File: src/rtl/mac_sched.sv
// mac_sched: tile sequencer for the 8x6 systolic MAC array.
// Buffers one weight set, replays it row by row under the array's w_en skew,
// streams cfg_len framed activation vectors, waits for the result to drain,
// then pulses done.
// Optional build macro: MAC_SCHED_PERF_EN adds perf_busy_cyc / perf_stall_cyc.
//
// state     | meaning
// ----------+-----------------------------------------------------------
// S_IDLE    | waiting for start; cfg_* latched on start
// S_LOAD_W  | accepting ROW weight beats into the buffer
// S_ISSUE_W | replaying buffer[k] onto w, one row per cycle, no stalls
// S_GAP     | one settle cycle, w held at last row, w_en low
// S_STREAM  | activation pass-through with first/last framing
// S_DRAIN   | waiting for the array's output last
// S_DONE    | one-cycle done pulse
module mac_sched #(
    parameter int DW     = 8,
    parameter int WW     = 8,
    parameter int CW     = 19,
    parameter int ROW    = 8,
    parameter int COLUMN = 6,
    parameter int LW     = 16
) (
    input  logic                     clk,
    input  logic                     rst_n,
    input  logic                     start,
    input  logic [LW-1:0]            cfg_len,
    input  logic [COLUMN-1:0]        cfg_col_en,
    input  logic [CW-1:0]            cfg_bias,
    output logic                     busy,
    output logic                     done,
    input  logic [COLUMN*WW-1:0]     wt_s_data,
    input  logic                     wt_s_valid,
    output logic                     wt_s_ready,
    input  logic [ROW*DW-1:0]        act_s_data,
    input  logic                     act_s_valid,
    output logic                     act_s_ready,
    output logic [COLUMN*WW-1:0]     w,
    output logic [COLUMN-1:0]        w_en,
    output logic [COLUMN*CW-1:0]     ci,
    output logic [ROW*DW-1:0]        mac_m_data,
    output logic                     mac_m_first,
    output logic                     mac_m_last,
    output logic                     mac_m_valid,
    input  logic                     mac_m_ready,
    input  logic                     mac_s_valid,
    input  logic                     mac_s_last
`ifdef MAC_SCHED_PERF_EN
    ,
    output logic [31:0]              perf_busy_cyc,
    output logic [31:0]              perf_stall_cyc
`endif
);

    localparam int KW = (ROW > 1) ? $clog2(ROW) : 1;

    localparam logic [2:0] S_IDLE    = 3'd0;
    localparam logic [2:0] S_LOAD_W  = 3'd1;
    localparam logic [2:0] S_ISSUE_W = 3'd2;
    localparam logic [2:0] S_GAP     = 3'd3;
    localparam logic [2:0] S_STREAM  = 3'd4;
    localparam logic [2:0] S_DRAIN   = 3'd5;
    localparam logic [2:0] S_DONE    = 3'd6;

    logic [2:0]              r_state;
    logic [KW-1:0]           r_k;
    logic [LW-1:0]           r_n;
    logic [LW-1:0]           r_len;
    logic [COLUMN-1:0]       r_col_en;
    logic [COLUMN*WW-1:0]    r_buf [ROW];
    logic [COLUMN*WW-1:0]    r_w;
    logic [COLUMN-1:0]       r_w_en;
    logic [COLUMN*CW-1:0]    r_ci;

    logic w_start_acc;
    logic w_wt_hs;
    logic w_act_hs;
    logic w_k_last;
    logic w_last_beat;
    logic w_stream;

    assign w_start_acc = start && (r_state == S_IDLE);
    assign w_wt_hs     = wt_s_valid && (r_state == S_LOAD_W);
    assign w_stream    = (r_state == S_STREAM);
    assign w_act_hs    = w_stream && act_s_valid && mac_m_ready;
    assign w_k_last    = (r_k == KW'(ROW - 1));
    assign w_last_beat = (r_n == (r_len - LW'(1)));

    // Tile sequencing: state, row index k and beat counter n.
    always_ff @(posedge clk or negedge rst_n) begin
        if (!rst_n) begin
            r_state  <= S_IDLE;
            r_k      <= '0;
            r_n      <= '0;
            r_len    <= '0;
            r_col_en <= '0;
        end else begin
            case (r_state)
                S_IDLE: begin
                    if (start) begin
                        r_len    <= cfg_len;
                        r_col_en <= cfg_col_en;
                        r_k      <= '0;
                        r_state  <= (cfg_len == '0) ? S_DONE : S_LOAD_W;
                    end
                end
                S_LOAD_W: begin
                    if (w_wt_hs) begin
                        if (w_k_last) begin
                            r_k     <= '0;
                            r_state <= S_ISSUE_W;
                        end else begin
                            r_k <= r_k + KW'(1);
                        end
                    end
                end
                S_ISSUE_W: begin
                    if (w_k_last) begin
                        r_k     <= '0;
                        r_state <= S_GAP;
                    end else begin
                        r_k <= r_k + KW'(1);
                    end
                end
                S_GAP: begin
                    r_n     <= '0;
                    r_state <= S_STREAM;
                end
                S_STREAM: begin
                    if (w_act_hs) begin
                        r_n <= r_n + LW'(1);
                        if (w_last_beat) r_state <= S_DRAIN;
                    end
                end
                S_DRAIN: begin
                    if (mac_s_valid && mac_s_last) r_state <= S_DONE;
                end
                S_DONE:  r_state <= S_IDLE;
                default: r_state <= S_IDLE;
            endcase
        end
    end

    // Weight buffer; contents are don't-care until written, so no reset.
    always_ff @(posedge clk) begin
        if (w_wt_hs) r_buf[r_k] <= wt_s_data;
    end

    // Registered weight bus: preload row 0 as the load finishes so each
    // ISSUE_W cycle k presents buffer[k]; w holds the last row through GAP.
    always_ff @(posedge clk or negedge rst_n) begin
        if (!rst_n) begin
            r_w    <= '0;
            r_w_en <= '0;
        end else begin
            r_w_en <= '0;
            if (w_wt_hs && w_k_last) begin
                r_w    <= (r_k == '0) ? wt_s_data : r_buf[0];
                r_w_en <= r_col_en;
            end else if ((r_state == S_ISSUE_W) && !w_k_last) begin
                r_w <= r_buf[r_k + KW'(1)];
            end
        end
    end

    // Bias replicated across all columns from accepted start until IDLE.
    always_ff @(posedge clk or negedge rst_n) begin
        if (!rst_n) begin
            r_ci <= '0;
        end else if (w_start_acc) begin
            r_ci <= {COLUMN{cfg_bias}};
        end else if (r_state == S_DONE) begin
            r_ci <= '0;
        end
    end

    assign busy        = (r_state != S_IDLE);
    assign done        = (r_state == S_DONE);
    assign wt_s_ready  = (r_state == S_LOAD_W);
    assign act_s_ready = w_stream && mac_m_ready;
    assign mac_m_valid = w_stream && act_s_valid;
    assign mac_m_data  = w_stream ? act_s_data : '0;
    assign mac_m_first = mac_m_valid && (r_n == '0);
    assign mac_m_last  = mac_m_valid && w_last_beat;
    assign w           = r_w;
    assign w_en        = r_w_en;
    assign ci          = r_ci;

`ifdef MAC_SCHED_PERF_EN
    // Saturating busy / stream-stall counters, cleared on accepted start.
    always_ff @(posedge clk or negedge rst_n) begin
        if (!rst_n) begin
            perf_busy_cyc  <= '0;
            perf_stall_cyc <= '0;
        end else if (w_start_acc) begin
            perf_busy_cyc  <= '0;
            perf_stall_cyc <= '0;
        end else begin
            if (busy && (perf_busy_cyc != 32'hFFFF_FFFF))
                perf_busy_cyc <= perf_busy_cyc + 32'd1;
            if (w_stream && act_s_valid && !mac_m_ready && (perf_stall_cyc != 32'hFFFF_FFFF))
                perf_stall_cyc <= perf_stall_cyc + 32'd1;
        end
    end
`endif

endmodule
File: config.mk
export PLATFORM = sky130hd
export DESIGN_NAME = mac_sched
export DESIGN_NICKNAME = d
export VERILOG_FILES = /design/src/rtl/mac_sched.sv
export SDC_FILE = /design/constraint.sdc
export NUM_CORES = 1
export LEC_CHECK = 0
export CAP_MARGIN = 5
export CORE_MARGIN = 4
export CORE_UTILIZATION = 57
export CTS_CLUSTER_DIAMETER = 150
export DETAILED_ROUTE_END_ITERATION = 10
export GPL_ROUTABILITY_DRIVEN = 0
export HOLD_SLACK_MARGIN = 0.08
export PLACE_DENSITY = 0.87
export SLEW_MARGIN = 10
export SYNTH_ARGS = -nofsm -noshare
export SYNTH_HDL_FRONTEND = slang
export SYNTH_SLANG_ARGS = --single-unit
export TNS_END_PERCENT = 50
File: constraint.sdc
create_clock -name clk -period 10.2 [get_ports clk]
set_input_delay 2.04 -clock clk [delete_from_list [all_inputs] [get_ports clk]]
set_output_delay 2.04 -clock clk [all_outputs]
set_load 0.01 [all_outputs]
Yosys cells after proc, flatten, opt, wreduce, memory -nomap -nowiden

Memory sizes are Yosys's and may differ from the RTL's.
Index checks and enable logic that the tools add are counted.

Memories: 1
Bits in read-only memories: 0
Word-level logic and storage cells: 75
Latch bits: 0
Bits in registers: 212
Bits in writable memories: 384

Memories:

| memory | depth | bits a word | read ports | clocked after memory_dff | write ports | line | text |
|---|---|---|---|---|---|---|---|
| r_buf  | 8     | 48          | 2          | 0                        | 1           | 70   | `logic [COLUMN*WW-1:0] r_buf [ROW];` |

$add $sub $neg: 3
Reduce and logical (&&, ||, !) cells: 24
$lt $le $gt $ge: 0
Mux-type cells: 24
Bitwise gates (word level): 0
Shift operators: 0
Multiply operators: 0
Div/mod/pow operators: 0
Equal/unequal tests: 15

Operators by type and width:

| kind                                                                  | count |
|---|---|
| 114-bit two-way mux                                                   | 2 |
| 48-bit two-way mux                                                    | 3 |
| 64-bit two-way mux                                                    | 1 |
| 3-bit two-way mux                                                     | 11 |
| 16-bit zero test                                                      | 2 |
| 16-bit one-hot mux with 2 select lines                                | 1 |
| 3-bit one-hot mux with 6 select lines                                 | 1 |
| 16-bit by 1-bit adder with 16-bit output (second input constant)      | 1 |
| 16-bit == test                                                        | 1 |
| 16-bit two-way mux                                                    | 1 |
| 16-bit by 1-bit subtractor with 16-bit output (second input constant) | 1 |
| 3-bit == test (second input constant)                                 | 4 |
| 1-bit logical AND                                                     | 10 |
| 2-bit != test (second input constant)                                 | 5 |
| 3-bit one-hot mux with 3 select lines                                 | 1 |
| 7-bit AND reduction                                                   | 1 |
| 3-bit by 2-bit == test with 1-bit output (second input constant)      | 2 |
| 3-bit zero test                                                       | 2 |
| 6-bit two-way mux                                                     | 1 |
| 2-bit nonzero test                                                    | 3 |
| 3-bit nonzero test                                                    | 2 |
| 2-bit by 1-bit != test with 1-bit output (second input constant)      | 2 |
| 2-bit AND reduction                                                   | 2 |
| 3-bit by 1-bit adder with 3-bit output (second input constant)        | 1 |
| other kinds (4)                                                       | 5 |

Logic depth before layout (Yosys ltp)

Depth in word-level cells: 5
Mapped depth: 12
Depth with buffers taken out: 8

Worst setup path before layout

OpenSTA, ideal clock, no wires.

Kind: input port to flip-flop
Start: input port wt_s_valid
End: memory r_buf[1][0] (netlist bit) (enable)
Path slack: 4.227 ns
Required time: 9.687 ns
Data arrival time: 5.461 ns
Stages: 2
Cells stage by stage: nand3_1 nor3_1

Longest elaborated chain between the ends: 3

RTL lines:

| what                                    | line | text |
|---|---|---|
| start: declaration                      | 33   | `input logic wt_s_valid,` |
| 1-bit logical AND                       | 83   | `assign w_wt_hs = wt_s_valid && (r_state == S_LOAD_W);` |
| 1-bit two-way mux                       | 146  | `if (w_wt_hs) r_buf[r_k] <= wt_s_data;` |
| 1-bit two-way mux (implied by the code) | 146  |  |
| end: declaration                        | 70   |  |

Every way passes these cells.

Worst setup path in the final report

Start: register r_len[0]
End: output port mac_m_last

Longest elaborated chain between the ends: 3

RTL lines:

| what                                          | line | text |
|---|---|---|
| start: declaration                            | 68   | `logic [LW-1:0] r_len;` |
| start signal: assignment                      | 101  | `r_len <= cfg_len;` |
| 16-bit by 1-bit subtractor with 16-bit output | 87   | `assign w_last_beat = (r_n == (r_len - LW'(1)));` |
| 16-bit == test                                | 87   |  |
| 1-bit logical AND                             | 184  | `assign mac_m_last = mac_m_valid && w_last_beat;` |
| end: declaration                              | 43   | `output logic mac_m_last,` |

Every way passes these cells.

==> flow_summary_export.csv <==
group,metric,value,unit
clock_network,ctsHtreeMaxLevel,2,
die,die_w,203.7,um
grt,grt_max_degree,83,
critical_path,worst-path-max-fanout,5,
sta,hold_viol,0,
yosys,dominantRegCellSynth,"edfxtp_1",
yosys,synthAdderAreaFrac,0.003438,
clock_network,cts_tree,"done",
drt,routed_via_density,5.969,
power,seq_power_share,0.361,
cells_and_area,finalCoreUtilization,0.7238,
sta,setup_tns,0,ns
die,floorplan.rows,71,
sta,clock_skew,0.01780,ns
clock_network,post_cts.repair.setup_buffers,0,
yosys,post_synth_instance_area,0.02184,mm2
yosys,yosys_register_bits,501,
drt,postRouteAntennaNets,0,
grt,groute.usage.overall,0.2617,
clock_network,cts.root.buffer_cell,"clkbuf_16",
clock_network,tritoncts_num_sinks,501,
power,power.density_cell_area,282.0,mW/mm2
grt,gr-total-overflow,0,
critical_path,critical_path_required_time,8.16,ns
yosys,synth-simple-area-share,0.08790,
power,finalPower,0.007706,W
place,io_buffer_count,399,
cells_and_area,layout_commonest_cell,"clkdlybuf4s50_1",
yosys,netlist.area_leader.share,0.5281,
yosys,ys_seq_area_frac,0.6622,
cells_and_area,layoutNonFillerInstCount,2280,
cells_and_area,fillCellCount,2208,
yosys,mappedNetlistNets,1603,
yosys,synth_instances,1436,
cells_and_area,share_of_final_layout_standard_cells_stronger_than_drive_strength_1,0.1644,
drt,detail_route.drc_violations,0,
place,placed_cells_incl_taps,2184,
sta,worst_hold_margin,0.4808,ns
grt,initial_antenna_violation_count,9,
sta,final.period_utilization,0.5518,
power,leakage,9.389,nW
critical_path,critPathArrivalTime,3.59,ns
power,switching_share,0.3327,
flow_run,count_of_max_cap_constraint_violations,0,
cells_and_area,flow.area_growth_from_synthesis,25.14,%
yosys,combinational_family_with_the_most_area_after_synthesis,"multiplexers",
grt,wire_length_of_the_first_global_routing_pass,83.12,mm
clock_network,holdBufCountCts,0,
clock_network,clkTransAtPathRegs,0.06,ns
clock_network,clock_tree.buffer_depth,3,
yosys,synth_area_leader_cell,"edfxtp_1",
clock_network,cts_made_buffers,49,
power,power.net_switching,0.002564,W
sta,grt_setup_unrepaired,"false",
status,run_status,"finished clean",
grt,first_global_vias,13850,
yosys,yosys_warnings,0,
sta,worst_pin_slew,1.009,ns
critical_path,timing.setup.critical_path_class,"reg -> out",
yosys,synth_xor_xnor_area_share,0.01278,
power,int_pwr,0.005142,W
drt,1st_pass_router_iterations,5,
sta,slew_violations,0,
yosys,synth_compound_gate_area_share,0.04670,
min_path,hold_path_class,"reg -> reg",
power,peakVddDrop,0.2932,mV
drt,routed_wirelength,56.00,mm
sta,setup_viol,0,
yosys,post_synth.cell_area_avg,15.21,um2
drt,wl_per_cell,24.56,um
clock_network,clk_latency,0.59,ns
power,pwr-share-comb,0.403,
clock_network,number_of_instances_resized_during_post_cts_repair,0,
die,core,0.03776,mm2
place,hpwlAfterDp,33.07,mm
yosys,synth.top_cells.by_area,"edfxtp_1 53%, dfrtp_1 13%, mux4_2 9.9%, mux2_2 3.6%, buf_4 3.3%",
die,die_footprint,0.04150,mm2
yosys,synthArstFlopShare,0.2335,
yosys,synth_mux_area_frac,0.1360,
die,initial_core_util,0.5784,
sta,fin_crit,5.628,ns
cells_and_area,mostFrequentLayoutCells,"398 x clkdlybuf4s50_1, 384 x edfxtp_1, 152 x nand2_1, 116 x dfrtp_1, 96 x mux4_2",
die,number_of_top_level_design_ports,400,
sta,relSlewSlack,0.3276,
drt,drt_iter0_markers,1137,
sta,fmax,177.7,MHz
cells_and_area,nets,1891,
yosys,synth-edff-count,384,
yosys,synth_cell_type_count,56,
die,chipHeight,203.7,um
critical_path,worst_setup_path_end_kind,"output port",
critical_path,crit_path_start_kind,"flop",
power,power.share.clock,0.236,
drt,detailroute.via_count,13610,
-- layer usage --
layer,vias to the layer above,part of all wire,GRT usage
met3,109,0.084,0.05533
met5,-,0.0010,0
met1,6894,0.37,0.3408
met4,8,0.028,0.09034
li1,5905,-,-
met2,694,0.52,0.4434
-- through the flow --
| step | setup slack, ns | instance area, um2 |
|---|---|---|
| final | 4.572 | 27330 |
| after global routing | 4.338 | 27320 |
| after CTS | 4.548 | 27310 |
| after detailed placement | 4.611 | 25680 |
| after global placement | 4.635 | 25680 |
| after floorplan | 4.227 | 21840 |
-- Yosys cell counts (2+ instances only) --
cell type	instances
a211oi_1	51
a21oi_1	5
a31oi_1	51
and2_1	71
buf_1	4
buf_2	9
buf_4	95
clkbuf_1	73
dfrtp_1	117
edfxtp_1	384
ha_1	6
inv_1	15
mux2_2	69
mux2i_1	3
mux4_2	96
nand2_1	153
nand2b_1	6
nand3_1	9
nand3b_1	4
nand4_1	5
nor2_1	34
nor2b_1	50
nor3_1	14
nor4_1	12
o211ai_1	2
o21ai_0	34
o31ai_1	3
or3_1	5
xnor2_1	20
xor2_1	10
-- power groups by stage --
| stage | logic [W] | registers (W) | clock network [W] |
|---|---|---|---|
| floorplan | 0.00201 | 0.00277 | 0 |
| global placement | 0.00301 | 0.00279 | 0 |
| detailed placement | 0.00309 | 0.00281 | 0 |
| CTS | 0.00312 | 0.00278 | 0.00185 |
| global route | 0.00332 | 0.00282 | 0.00195 |
| finish | 0.00311 | 0.00278 | 0.00182 |
-- path summary, 6_finish.rpt --
path                              from         end  slack [ns]  cells after the start
setup / recovery              r_len[0]  mac_m_last        4.57                      8
hold / removal             r_col_en[3]     w_en[3]        0.48                      1
setup reg to reg                r_k[0]       w[26]        6.07                      8
hold reg to reg            r_col_en[3]     w_en[3]        0.48                      1
max in group asynchronous        rst_n      r_n[1]        7.51                      2
min in group asynchronous        rst_n       w[26]        1.40                      1
-- worst max-delay path: stages, from the launching register on --
cell and delay, ns:
dfrtp_1 0.43, inv_1 0.09, ha_1 0.20, nor4b_2 0.30
nand2_1 0.15, o41a_1 0.41, or4_4 0.56, nor4_2 0.27
clkdlybuf4s50_1 0.60
-- sequential cells by signal (all words and copies together), names as in the netlist --
register / count
r_buf: 384
w: 48
ci: 19
r_len: 16
r_n: 16
r_col_en: 6
w_en: 6
r_k: 3
r_state: 3
-- area by class of cell --
cell class	instances	area, um2	share of cell area
diodes	5	12.51	0.0004579
clock buffers	67	1384	0.05064
clock inverters	24	251.5	0.009203
inverters	15	56.30	0.002060
multi-input cells	738	6375	0.2333
flip-flops and latches	501	14460	0.5293
well taps	511	639.4	0.02340
repair buffers	419	4145	0.1517
-- cells by family after synthesis --
| kind of cell | Yosys count |
|---|---|
| buf+inv | 197 |
| simple gates | 377 |
| mux | 168 |
| fa+ha+maj | 6 |
| flops | 501 |
| xor+xnor | 31 |
| compound gates | 156 |
No activity file was read; power rests on OpenSTA's default activity.
